### src/rtl/calc_pkg.sv
// Shared encodings for the keypad calculator sequencer: key codes, ALU op codes,
// sequencer state, display mode and key classification.
package calc_pkg;

  localparam logic [4:0] KEY_DIG_HI = 5'd9;
  localparam logic [4:0] KEY_OP_LO  = 5'd10;
  localparam logic [4:0] KEY_OP_HI  = 5'd14;
  localparam logic [4:0] KEY_EQ     = 5'd15;
  localparam logic [4:0] KEY_CLR    = 5'd16;
  localparam logic [4:0] KEY_BKSP   = 5'd17;

  localparam logic [2:0] OP_ADD = 3'd0;
  localparam logic [2:0] OP_SUB = 3'd1;
  localparam logic [2:0] OP_MUL = 3'd2;
  localparam logic [2:0] OP_DIV = 3'd3;
  localparam logic [2:0] OP_MOD = 3'd4;

  typedef enum logic [2:0] {ST_ENT_A, ST_ENT_B, ST_EXEC, ST_SHOW, ST_ERR} state_e;
  typedef enum logic [1:0] {DM_ENT_A = 2'd0, DM_ENT_B = 2'd1, DM_RESULT = 2'd2, DM_ERROR = 2'd3} disp_mode_e;
  typedef enum logic [1:0] {ACC_HOLD, ACC_DIGIT, ACC_BKSP, ACC_CLR} acc_cmd_e;
  typedef enum logic [2:0] {K_NONE, K_DIGIT, K_OP, K_EQ, K_CLR, K_BKSP, K_BAD} key_cls_e;

  function automatic key_cls_e classify(input logic vld, input logic [4:0] code);
    key_cls_e k;
    if (!vld)                   k = K_NONE;
    else if (code <= KEY_DIG_HI) k = K_DIGIT;
    else if (code <= KEY_OP_HI)  k = K_OP;
    else if (code == KEY_EQ)     k = K_EQ;
    else if (code == KEY_CLR)    k = K_CLR;
    else if (code == KEY_BKSP)   k = K_BKSP;
    else                         k = K_BAD;
    return k;
  endfunction

endpackage

### src/rtl/calc_dec_acc.sv
// Combinational decimal accumulator step: digit insert (acc*10+d with overflow
// flag), backspace (acc/10) and clear. The caller selects which operand feeds it.
module calc_dec_acc
  import calc_pkg::*;
#(
  parameter int W = 8
) (
  input  acc_cmd_e       cmd,
  input  logic [W-1:0]   acc_i,
  input  logic [3:0]     digit_i,
  output logic [W-1:0]   acc_o,
  output logic           ovf_o
);

  logic [W+3:0] ext;

  always_comb begin
    ext   = ({4'd0, acc_i} * (W+4)'(10)) + {{W{1'b0}}, digit_i};
    acc_o = acc_i;
    ovf_o = 1'b0;
    case (cmd)
      // On overflow the digit is dropped and the operand keeps its old value.
      ACC_DIGIT: if (|ext[W+3:W]) ovf_o = 1'b1;
                 else             acc_o = ext[W-1:0];
      ACC_BKSP:  acc_o = acc_i / W'(10);
      ACC_CLR:   acc_o = '0;
      default:   ;
    endcase
  end

endmodule

### src/rtl/calc_seq.sv
// Keypad sequencer for the calculator datapath: operand entry, op select, timed
// ALU execution and result latch. CALC_CHAIN_EN enables op-key result chaining.
module calc_seq
  import calc_pkg::*;
#(
  parameter int W           = 8,
  parameter int EXEC_CYCLES = 1
) (
  input  logic         clk,
  input  logic         rst_n,
  input  logic         key_valid,
  input  logic [4:0]   key_code,
  output logic [W-1:0] alu_a,
  output logic [W-1:0] alu_b,
  output logic [2:0]   alu_op,
  input  logic [W-1:0] alu_out,
  input  logic [W-1:0] alu_rm,
  output logic [W-1:0] disp_val,
  output logic [W-1:0] disp_rm,
  output logic [1:0]   disp_mode,
  output logic         res_valid,
  output logic         busy,
  output logic         key_rej
);

  localparam int CW = (EXEC_CYCLES > 1) ? $clog2(EXEC_CYCLES) : 1;
  localparam logic [CW-1:0] CNT_LAST = CW'(EXEC_CYCLES - 1);

  state_e     state_q, state_d;
  disp_mode_e disp_mode_q, disp_mode_d;
  logic [W-1:0] a_q, a_d, b_q, b_d, alu_a_q, alu_a_d, alu_b_q, alu_b_d;
  logic [W-1:0] disp_val_q, disp_val_d, disp_rm_q, disp_rm_d;
  logic [2:0]   op_q, op_d, alu_op_q, alu_op_d;
  logic [CW-1:0] cnt_q, cnt_d;
  logic res_valid_q, res_valid_d, busy_q, busy_d, key_rej_q, key_rej_d;

  key_cls_e     kc;
  acc_cmd_e     acc_cmd;
  logic         acc_sel_b, acc_ovf, clear_all;
  logic [W-1:0] acc_cur, acc_nxt;
  logic [4:0]   op_full;

  always_comb begin
    kc        = classify(key_valid, key_code);
    op_full   = key_code - KEY_OP_LO;
    acc_sel_b = (state_q == ST_ENT_B);
    acc_cur   = acc_sel_b ? b_q : a_q;
    acc_cmd   = ACC_HOLD;
    if (state_q == ST_ENT_A || state_q == ST_ENT_B) begin
      if (kc == K_DIGIT)     acc_cmd = ACC_DIGIT;
      else if (kc == K_BKSP) acc_cmd = ACC_BKSP;
    end
  end

  calc_dec_acc #(.W(W)) u_acc (
    .cmd     (acc_cmd),
    .acc_i   (acc_cur),
    .digit_i (key_code[3:0]),
    .acc_o   (acc_nxt),
    .ovf_o   (acc_ovf)
  );

  always_comb begin
    state_d     = state_q;
    disp_mode_d = disp_mode_q;
    a_d = a_q;  b_d = b_q;  op_d = op_q;
    alu_a_d = alu_a_q;  alu_b_d = alu_b_q;  alu_op_d = alu_op_q;
    disp_val_d = disp_val_q;  disp_rm_d = disp_rm_q;
    cnt_d = cnt_q;  busy_d = busy_q;
    res_valid_d = 1'b0;
    key_rej_d   = 1'b0;
    clear_all   = 1'b0;
    case (state_q)
      ST_ENT_A, ST_ENT_B: begin
        case (kc)
          K_DIGIT, K_BKSP: begin
            if (acc_ovf) key_rej_d = 1'b1;
            else begin
              if (acc_sel_b) b_d = acc_nxt;
              else           a_d = acc_nxt;
              disp_val_d = acc_nxt;
            end
          end
          K_OP: begin
            op_d = op_full[2:0];
            if (state_q == ST_ENT_A) begin
              b_d = '0;  disp_val_d = '0;
              state_d = ST_ENT_B;  disp_mode_d = DM_ENT_B;
            end
          end
          K_EQ: begin
            if (state_q == ST_ENT_A) key_rej_d = 1'b1;
            else if ((op_q == OP_DIV || op_q == OP_MOD) && b_q == '0) begin
              state_d = ST_ERR;  disp_mode_d = DM_ERROR;
              disp_val_d = '0;  disp_rm_d = '0;
            end else begin
              state_d = ST_EXEC;  busy_d = 1'b1;  cnt_d = '0;
              alu_a_d = a_q;  alu_b_d = b_q;  alu_op_d = op_q;
            end
          end
          K_CLR:   clear_all = 1'b1;
          K_BAD:   key_rej_d = 1'b1;
          default: ;
        endcase
      end
      ST_EXEC: begin
        if (kc != K_NONE) key_rej_d = 1'b1;
        if (cnt_q == CNT_LAST) begin
          disp_val_d  = alu_out;
          disp_rm_d   = (alu_op_q == OP_DIV) ? alu_rm : '0;
          res_valid_d = 1'b1;  busy_d = 1'b0;
          state_d = ST_SHOW;  disp_mode_d = DM_RESULT;
        end else begin
          cnt_d = cnt_q + 1'b1;
        end
      end
      ST_SHOW: begin
        case (kc)
          K_DIGIT: begin
            a_d = W'(key_code[3:0]);  b_d = '0;
            disp_val_d = W'(key_code[3:0]);  disp_rm_d = '0;
            state_d = ST_ENT_A;  disp_mode_d = DM_ENT_A;
          end
          K_OP: begin
`ifdef CALC_CHAIN_EN
            a_d = disp_val_q;  b_d = '0;  op_d = op_full[2:0];
            disp_val_d = '0;  disp_rm_d = '0;
            state_d = ST_ENT_B;  disp_mode_d = DM_ENT_B;
`else
            key_rej_d = 1'b1;
`endif
          end
          K_CLR:   clear_all = 1'b1;
          K_NONE:  ;
          default: key_rej_d = 1'b1;
        endcase
      end
      default: begin
        if (kc == K_CLR)       clear_all = 1'b1;
        else if (kc != K_NONE) key_rej_d = 1'b1;
      end
    endcase
    if (clear_all) begin
      state_d = ST_ENT_A;  disp_mode_d = DM_ENT_A;
      a_d = '0;  b_d = '0;  op_d = '0;
      alu_a_d = '0;  alu_b_d = '0;  alu_op_d = '0;
      disp_val_d = '0;  disp_rm_d = '0;
      cnt_d = '0;  busy_d = 1'b0;
    end
  end

  always_ff @(posedge clk or negedge rst_n) begin
    if (!rst_n) begin
      state_q <= ST_ENT_A;  disp_mode_q <= DM_ENT_A;
      a_q <= '0;  b_q <= '0;  op_q <= '0;
      alu_a_q <= '0;  alu_b_q <= '0;  alu_op_q <= '0;
      disp_val_q <= '0;  disp_rm_q <= '0;
      cnt_q <= '0;  busy_q <= 1'b0;  res_valid_q <= 1'b0;  key_rej_q <= 1'b0;
    end else begin
      state_q <= state_d;  disp_mode_q <= disp_mode_d;
      a_q <= a_d;  b_q <= b_d;  op_q <= op_d;
      alu_a_q <= alu_a_d;  alu_b_q <= alu_b_d;  alu_op_q <= alu_op_d;
      disp_val_q <= disp_val_d;  disp_rm_q <= disp_rm_d;
      cnt_q <= cnt_d;  busy_q <= busy_d;  res_valid_q <= res_valid_d;  key_rej_q <= key_rej_d;
    end
  end

  assign alu_a     = alu_a_q;
  assign alu_b     = alu_b_q;
  assign alu_op    = alu_op_q;
  assign disp_val  = disp_val_q;
  assign disp_rm   = disp_rm_q;
  assign disp_mode = disp_mode_q;
  assign res_valid = res_valid_q;
  assign busy      = busy_q;
  assign key_rej   = key_rej_q;

endmodule
### config.mk
export PLATFORM = sky130hd
export DESIGN_NAME = calc_seq
export DESIGN_NICKNAME = d
export VERILOG_FILES = /design/src/rtl/calc_pkg.sv /design/src/rtl/calc_dec_acc.sv /design/src/rtl/calc_seq.sv
export SDC_FILE = /design/constraint.sdc
export NUM_CORES = 1
export LEC_CHECK = 0
export ABC_AREA = 0
export CELL_PAD_IN_SITES_DETAIL_PLACEMENT = 1
export CELL_PAD_IN_SITES_GLOBAL_PLACEMENT = 2
export CORE_AREA = 3 3 113 142
export CTS_CLUSTER_DIAMETER = 60
export CTS_CLUSTER_SIZE = 12
export DETAILED_ROUTE_END_ITERATION = 6
export DIE_AREA = 0 0 116 145
export HOLD_SLACK_MARGIN = 0.05
export PLACE_DENSITY = 0.8
export SETUP_SLACK_MARGIN = 0.2
export SLEW_MARGIN = 20
export SYNTH_ARGS = -nofsm -noshare
export SYNTH_HDL_FRONTEND = slang
export SYNTH_SLANG_ARGS = --single-unit
### constraint.sdc
create_clock -name clk -period 4.07 [get_ports clk]
set_clock_uncertainty 0.05 [all_clocks]
set_input_delay 0.814 -clock clk [delete_from_list [all_inputs] [get_ports clk]]
set_output_delay 0.814 -clock clk [all_outputs]
set_load 0.005 [all_outputs]
# Word-level counts from Yosys, hierarchy flattened
# Index checks and enable logic that the tools add are counted.
# word_totals
output_inout_bits,40
inputBits,24
word_cells,181
regBits,63
# op_classes
div_mod_pow,1
n_mul,1
addsub,3
n_reduce_logical,27
n_eq_ne,37
mux,96
order_cmp,2
# op_table
op,n
8-bit two-way mux,31
8-bit case mux with 3 select lines,4
3-bit two-way mux,18
8-bit case mux with 2 select lines,3
2-bit two-way mux,11
1-bit two-way mux,21
"3-bit inequality test, second input constant",7
"4-bit inequality test, second input constant",5
"3-bit by 2-bit == test with 1-bit output, second input constant",6
6-bit AND reduction,3
12-bit by 4-bit adder with 12-bit output,1
"3-bit == test, second input constant",4
"8-bit by 3-bit multiplier with 11-bit output, second input constant",1
"5-bit == test, second input constant",2
"5-bit by 4-bit less-or-equal comparator with 1-bit output, second input constant",2
5-bit AND reduction,2
3-bit case mux with 3 select lines,1
3-bit nonzero test,3
"8-bit by 4-bit divider with 8-bit output, second input constant",1
8-bit zero test,1
"4-bit by 2-bit inequality test with 1-bit output, second input constant",2
4-bit AND reduction,2
8-bit AND reduction,1
7-bit AND reduction,1
other kinds (23),34

# Longest topological paths before layout
# logic_depth
depth_word,18
ltp_mapped,18
ltp_nobuf,16

# Modules after synthesis
# From an unflattened synthesis, not the netlist that was laid out.
# unflattened
hier_cells,507
area_unflattened_um2,4501.8
# modules_own_cells
module,instances,area_each_um2,seq_area_each_um2,cells_each
calc_seq,1,3367.0,1551.5,347
calc_dec_acc,1,1134.8,0.0,160

# Worst setup path before layout
# Ideal clock, no wire load.
# synth_path
kind,register to register
from,register state_q[2]
to,register disp_val_q[2] (netlist: disp_val[2])
slack_ps,-83
path_buffers,2
setup_ps,121
t_arrival_ps,3982
path_stages_with_launch,17
period_less_slack_ps,4153
required_ps,3899
path_cell_list,dfrtp_1 -> nor3b_2 -> clkbuf_1 -> mux2i_1 -> inv_1 -> ha_1 -> ha_1 -> inv_1 -> fa_1 -> nand3b_1 -> nor4_1 -> and3_1 -> o21ai_2 -> nand2_4 -> or3b_4 -> buf_6 -> a22o_1
# synth_via
elab_chain_cells,11
word_cells_on_any_way,33
cone_classes,add/sub: 1; mul: 1; div: 1; eq/ne: 13; mux: 11; reduce/logical: 6
# synth_lines
item,line_no,text
start: declaration,calc_seq.sv:29,"state_e state_q, state_d;"
start signal: assignment,calc_seq.sv:160,state_q <= state_d; disp_mode_q <= disp_mode_d;
"parallel branches: the longest is 11 deep, another holds 8-bit by 4-bit divider with 8-bit output",-,
end signal: assignment,calc_seq.sv:163,disp_val_q <= disp_val_d; disp_rm_q <= disp_rm_d;
end: declaration,calc_seq.sv:32,"logic [W-1:0] disp_val_q, disp_val_d, disp_rm_q, disp_rm_d;"
# Parallel ways; which one is timed is not known. The select of a mux whose other input is x is not followed.
# A chain may end at the register's enable or synchronous reset.

# Worst setup path in the final report
# layout_path
from,register state_q[2]
to,register a_q[1]
# layout_via
elab_chain_cells,12
word_cells_on_any_way,31
cone_classes,add/sub: 1; mul: 1; div: 1; eq/ne: 10; mux: 12; reduce/logical: 6
# layout_lines
item,line_no,text
"parallel branches: the longest is 12 deep, another holds 8-bit by 4-bit divider with 8-bit output",-,
end signal: assignment,calc_seq.sv:155,a_q <= '0; b_q <= '0; op_q <= '0;
end signal: assignment,calc_seq.sv:161,a_q <= a_d; b_q <= b_d; op_q <= op_d;
end: declaration,calc_seq.sv:31,"logic [W-1:0] a_q, a_d, b_q, b_d, alu_a_q, alu_a_d, alu_b_q, alu_b_d;"
# Parallel ways; which one is timed is not known. The select of a mux whose other input is x is not followed.

==> reports/summary.txt <==
Status -> finished, violations left
Failing checks -> setup timing
Slew Limit Fails -> 0
First-pass DRT Iterations -> 5
Final setup viols -> 14
Least-Margin Pin Slew -> 919 ps
Hold WC Path Type -> reg -> reg
Top cell type's share of synthesized area -> 0.354
Avg Inst Size Synth -> 8.31 um^2
Post-synthesis sequential area ratio -> 0.354
Cell Rows -> 50
Chip Height -> 145 um
Fin crit period -> 4160 ps
Initial core utilization -> 0.294
LEAKAGE -> 2.84 nW
Net count, final -> 701
Power consumption -> 0.00439 W
Crit Path Class -> reg -> reg
CTS Buf Count -> 9
Initial antenna violation count -> 0
Fraction of layout cells with a size suffix above 1 -> 0.283
DRT iter0 DRCs -> 344
Fillers -> 1746
Top cells by count, synth -> 83 x nand2_1, 62 x dfrtp_1, 41 x o21ai_0
CP Max Fanout -> 6
Max-cap violations -> 0
Detailed Route WL -> 17700 um
Reg-to-Reg Start -> state_q[2]$_DFFE_PN0P_
Gr usage total -> 0.204
Sink Count -> 62
Post-Place Cells -> 793
Fin worst setup slack -> -93.5 ps
Final std cells w/o fill -> 843
Final Core Density -> 0.446
Cells taking the most area after synthesis -> dfrtp_1 35%, nand2_1 7.1%, ha_1 5.1%, o21ai_0 4.7%, a21oi_1 3.4%
Crit start category -> register
Synth unique cells -> 74
CTS tree -> yes
RePlAce Congestion -> 0.942
Final TNS setup -> -537 ps
Syn Inst Count -> 527
Ports -> 64
Post-DRT Antenna Nets -> 0
Max Clk Rate -> 0.240 GHz
Unrepaired setup endpoints after global routing -> yes
Final worst path period share -> 1.02
Seq cells post-synth -> 62
Die X -> 116 um
Post-DP HPWL -> 12300 um
Post-synth ARST share -> 1.00
Mapped Area -> 0.00438 mm^2
Hold_buf cts -> 0
CP endpoint kind -> register
Routed len/inst -> 21.0 um
Core Area -> 0.0149 mm^2
CP Launch Point -> state_q[2]$_DFFE_PN0P_
Vias in the first global route -> 4823
First-pass GRT wire length -> 27200 um
Largest area contributor in the netlist -> dfrtp_1
Post-synth top flop -> dfrtp_1
CTS root buf -> clkbuf_16
CP arrival -> 4310 ps
# DRC -> 0
H-tree depth reported by CTS -> 3
Die area -> 0.0168 mm^2
Syn Nets -> 571
P per Cell Area -> 660 mW/mm^2
Ant. Diodes -> 0
Area Growth Syn to Fin -> 51.7%
Slew HR -> 0.382
Worst hold start -> alu_b[5]$_DFFE_PN0P_
Vias -> 4711
Insertion delay to the later sink of the worst-skew pair -> 330 ps
Largest net degree at the start of global routing -> 39
Syn. warnings -> 0
Gr ovfl total -> 0
Via/cell ratio -> 5.59
CTS clock-pin slew for the worst setup and hold paths -> 60 ps
IO buf count -> 63
Top-count cell post-synth -> nand2_1
Maximum vdd drop -> 0.000273 V
Data required, critical path -> 4220 ps
CTS max path bufs -> 2
Place WS -> -160 ps
EDFF count, synth -> 0
Final Hold Vio Count -> 0
[registers in the layout, summed over array words and instances, names as in the netlist]
register	flops
a_q	8
alu_a	8
alu_b	8
alu_op	3
b_q	8
busy	1
disp_mode	2
disp_rm	8
disp_val	8
key_rej	1
op_q	3
res_valid	1
state_q	3
[cells in the final DEF, fill, tap and decap left out, types with 4 or more instances in the layout]
| cell | count |
|---|---|
| a21o_1 | 4 |
| a21oi_1 | 27 |
| a22o_1 | 12 |
| a31oi_1 | 6 |
| buf_4 | 73 |
| clkbuf_16 | 9 |
| clkdlybuf4s50_1 | 60 |
| dfrtp_1 | 61 |
| ha_1 | 11 |
| ha_4 | 7 |
| inv_1 | 22 |
| inv_2 | 5 |
| mux2i_4 | 4 |
| nand2_1 | 78 |
| nand2b_1 | 11 |
| nand3_1 | 16 |
| nor2_1 | 34 |
| nor2b_1 | 5 |
| nor3_1 | 8 |
| nor4_1 | 4 |
| o211ai_1 | 8 |
| o21a_1 | 4 |
| o21ai_0 | 32 |
| o21ai_1 | 7 |
| o21ai_2 | 12 |
| o221ai_1 | 4 |
| o22ai_1 | 4 |
| o31ai_1 | 8 |
| o31ai_2 | 4 |
| xnor2_1 | 8 |
[power by group]
| group | switching (W) | internal (W) | leakage [nW] | total, W |
|---|---|---|---|---|
| registers | 0.000174 | 0.000787 | 0.827 | 0.000960 |
| logic | 0.00133 | 0.00125 | 1.86 | 0.00258 |
| clock network | 0.000284 | 0.000566 | 0.155 | 0.000850 |
[per-layer routing]
layer	up-vias	global-route usage	routed length [um]	share of wire
li1	2168	-	-	-
met1	2349	0.271	7520	0.42
met2	152	0.333	8930	0.50
met3	42	0.0280	696	0.039
met4	0	0.0801	548	0.031
met5	-	0	0	0
[per-stage QoR]
step,hold slack [ps],cell area [um^2]
after CTS,432,6310
after global routing,453,6650
final,425,6650
after global placement,417,5580
after detailed placement,420,5580
after floorplan,417,4470
[logic make-up after synthesis]
family          share of synthesized area
simple gates                        0.222
compound gates                      0.260
flops                               0.354
buf+inv                            0.0485
fa+ha+maj                          0.0654
xor+xnor                           0.0240
mux                                0.0266
[final timing paths]
| path | end | slack, ps | cells past startpoint |
|---|---|---|---|
| worst min register to register | alu_b[5]$_DFFE_PN0P_ | 430 | 2 |
| max in group asynchronous | state_q[1]$_DFFE_PN0P_ | 2530 | 2 |
| min in group asynchronous | disp_rm[4]$_DFFE_PN0P_ | 550 | 1 |
| worst max-delay path | a_q[1]$_DFFE_PN0P_ | -90 | 20 |
| worst min-delay path | alu_b[5]$_DFFE_PN0P_ | 430 | 2 |
| worst max register to register | a_q[1]$_DFFE_PN0P_ | -90 | 20 |
[repair_timing]
action	CTS	global route
setup buffers	14	19
endpoints found under the setup margin	24	45
pin swaps	26	26
cloned	2	0
resized for setup	59	36
[critical path, cell delays in order, from the launching register on]
cell       delay (ps)
dfrtp_1           440
nor3b_4           250
buf_12            170
mux2i_4           250
inv_2              70
ha_4              270
ha_4              120
inv_2              40
fa_2              380
buf_6             140
nand2b_4          130
a21oi_2           160
xor2_1            220
buf_4             140
and3_4            190
o21ai_4            90
nand2_4           120
o2111ai_4         190
buf_12            220
nor3_1            300
a221oi_4           60
[final cells by class]
cell class	count	area, um^2	share of cell area
clock buffer	12	256	0.0386
clock inverter	3	67.6	0.0102
inverter	27	101	0.0152
multi-input combinational	413	3130	0.470
sequential	62	1550	0.234
tap	182	228	0.0343
timing repair buffer	144	1320	0.198
Note: power is estimated with default switching activity, not from simulation.
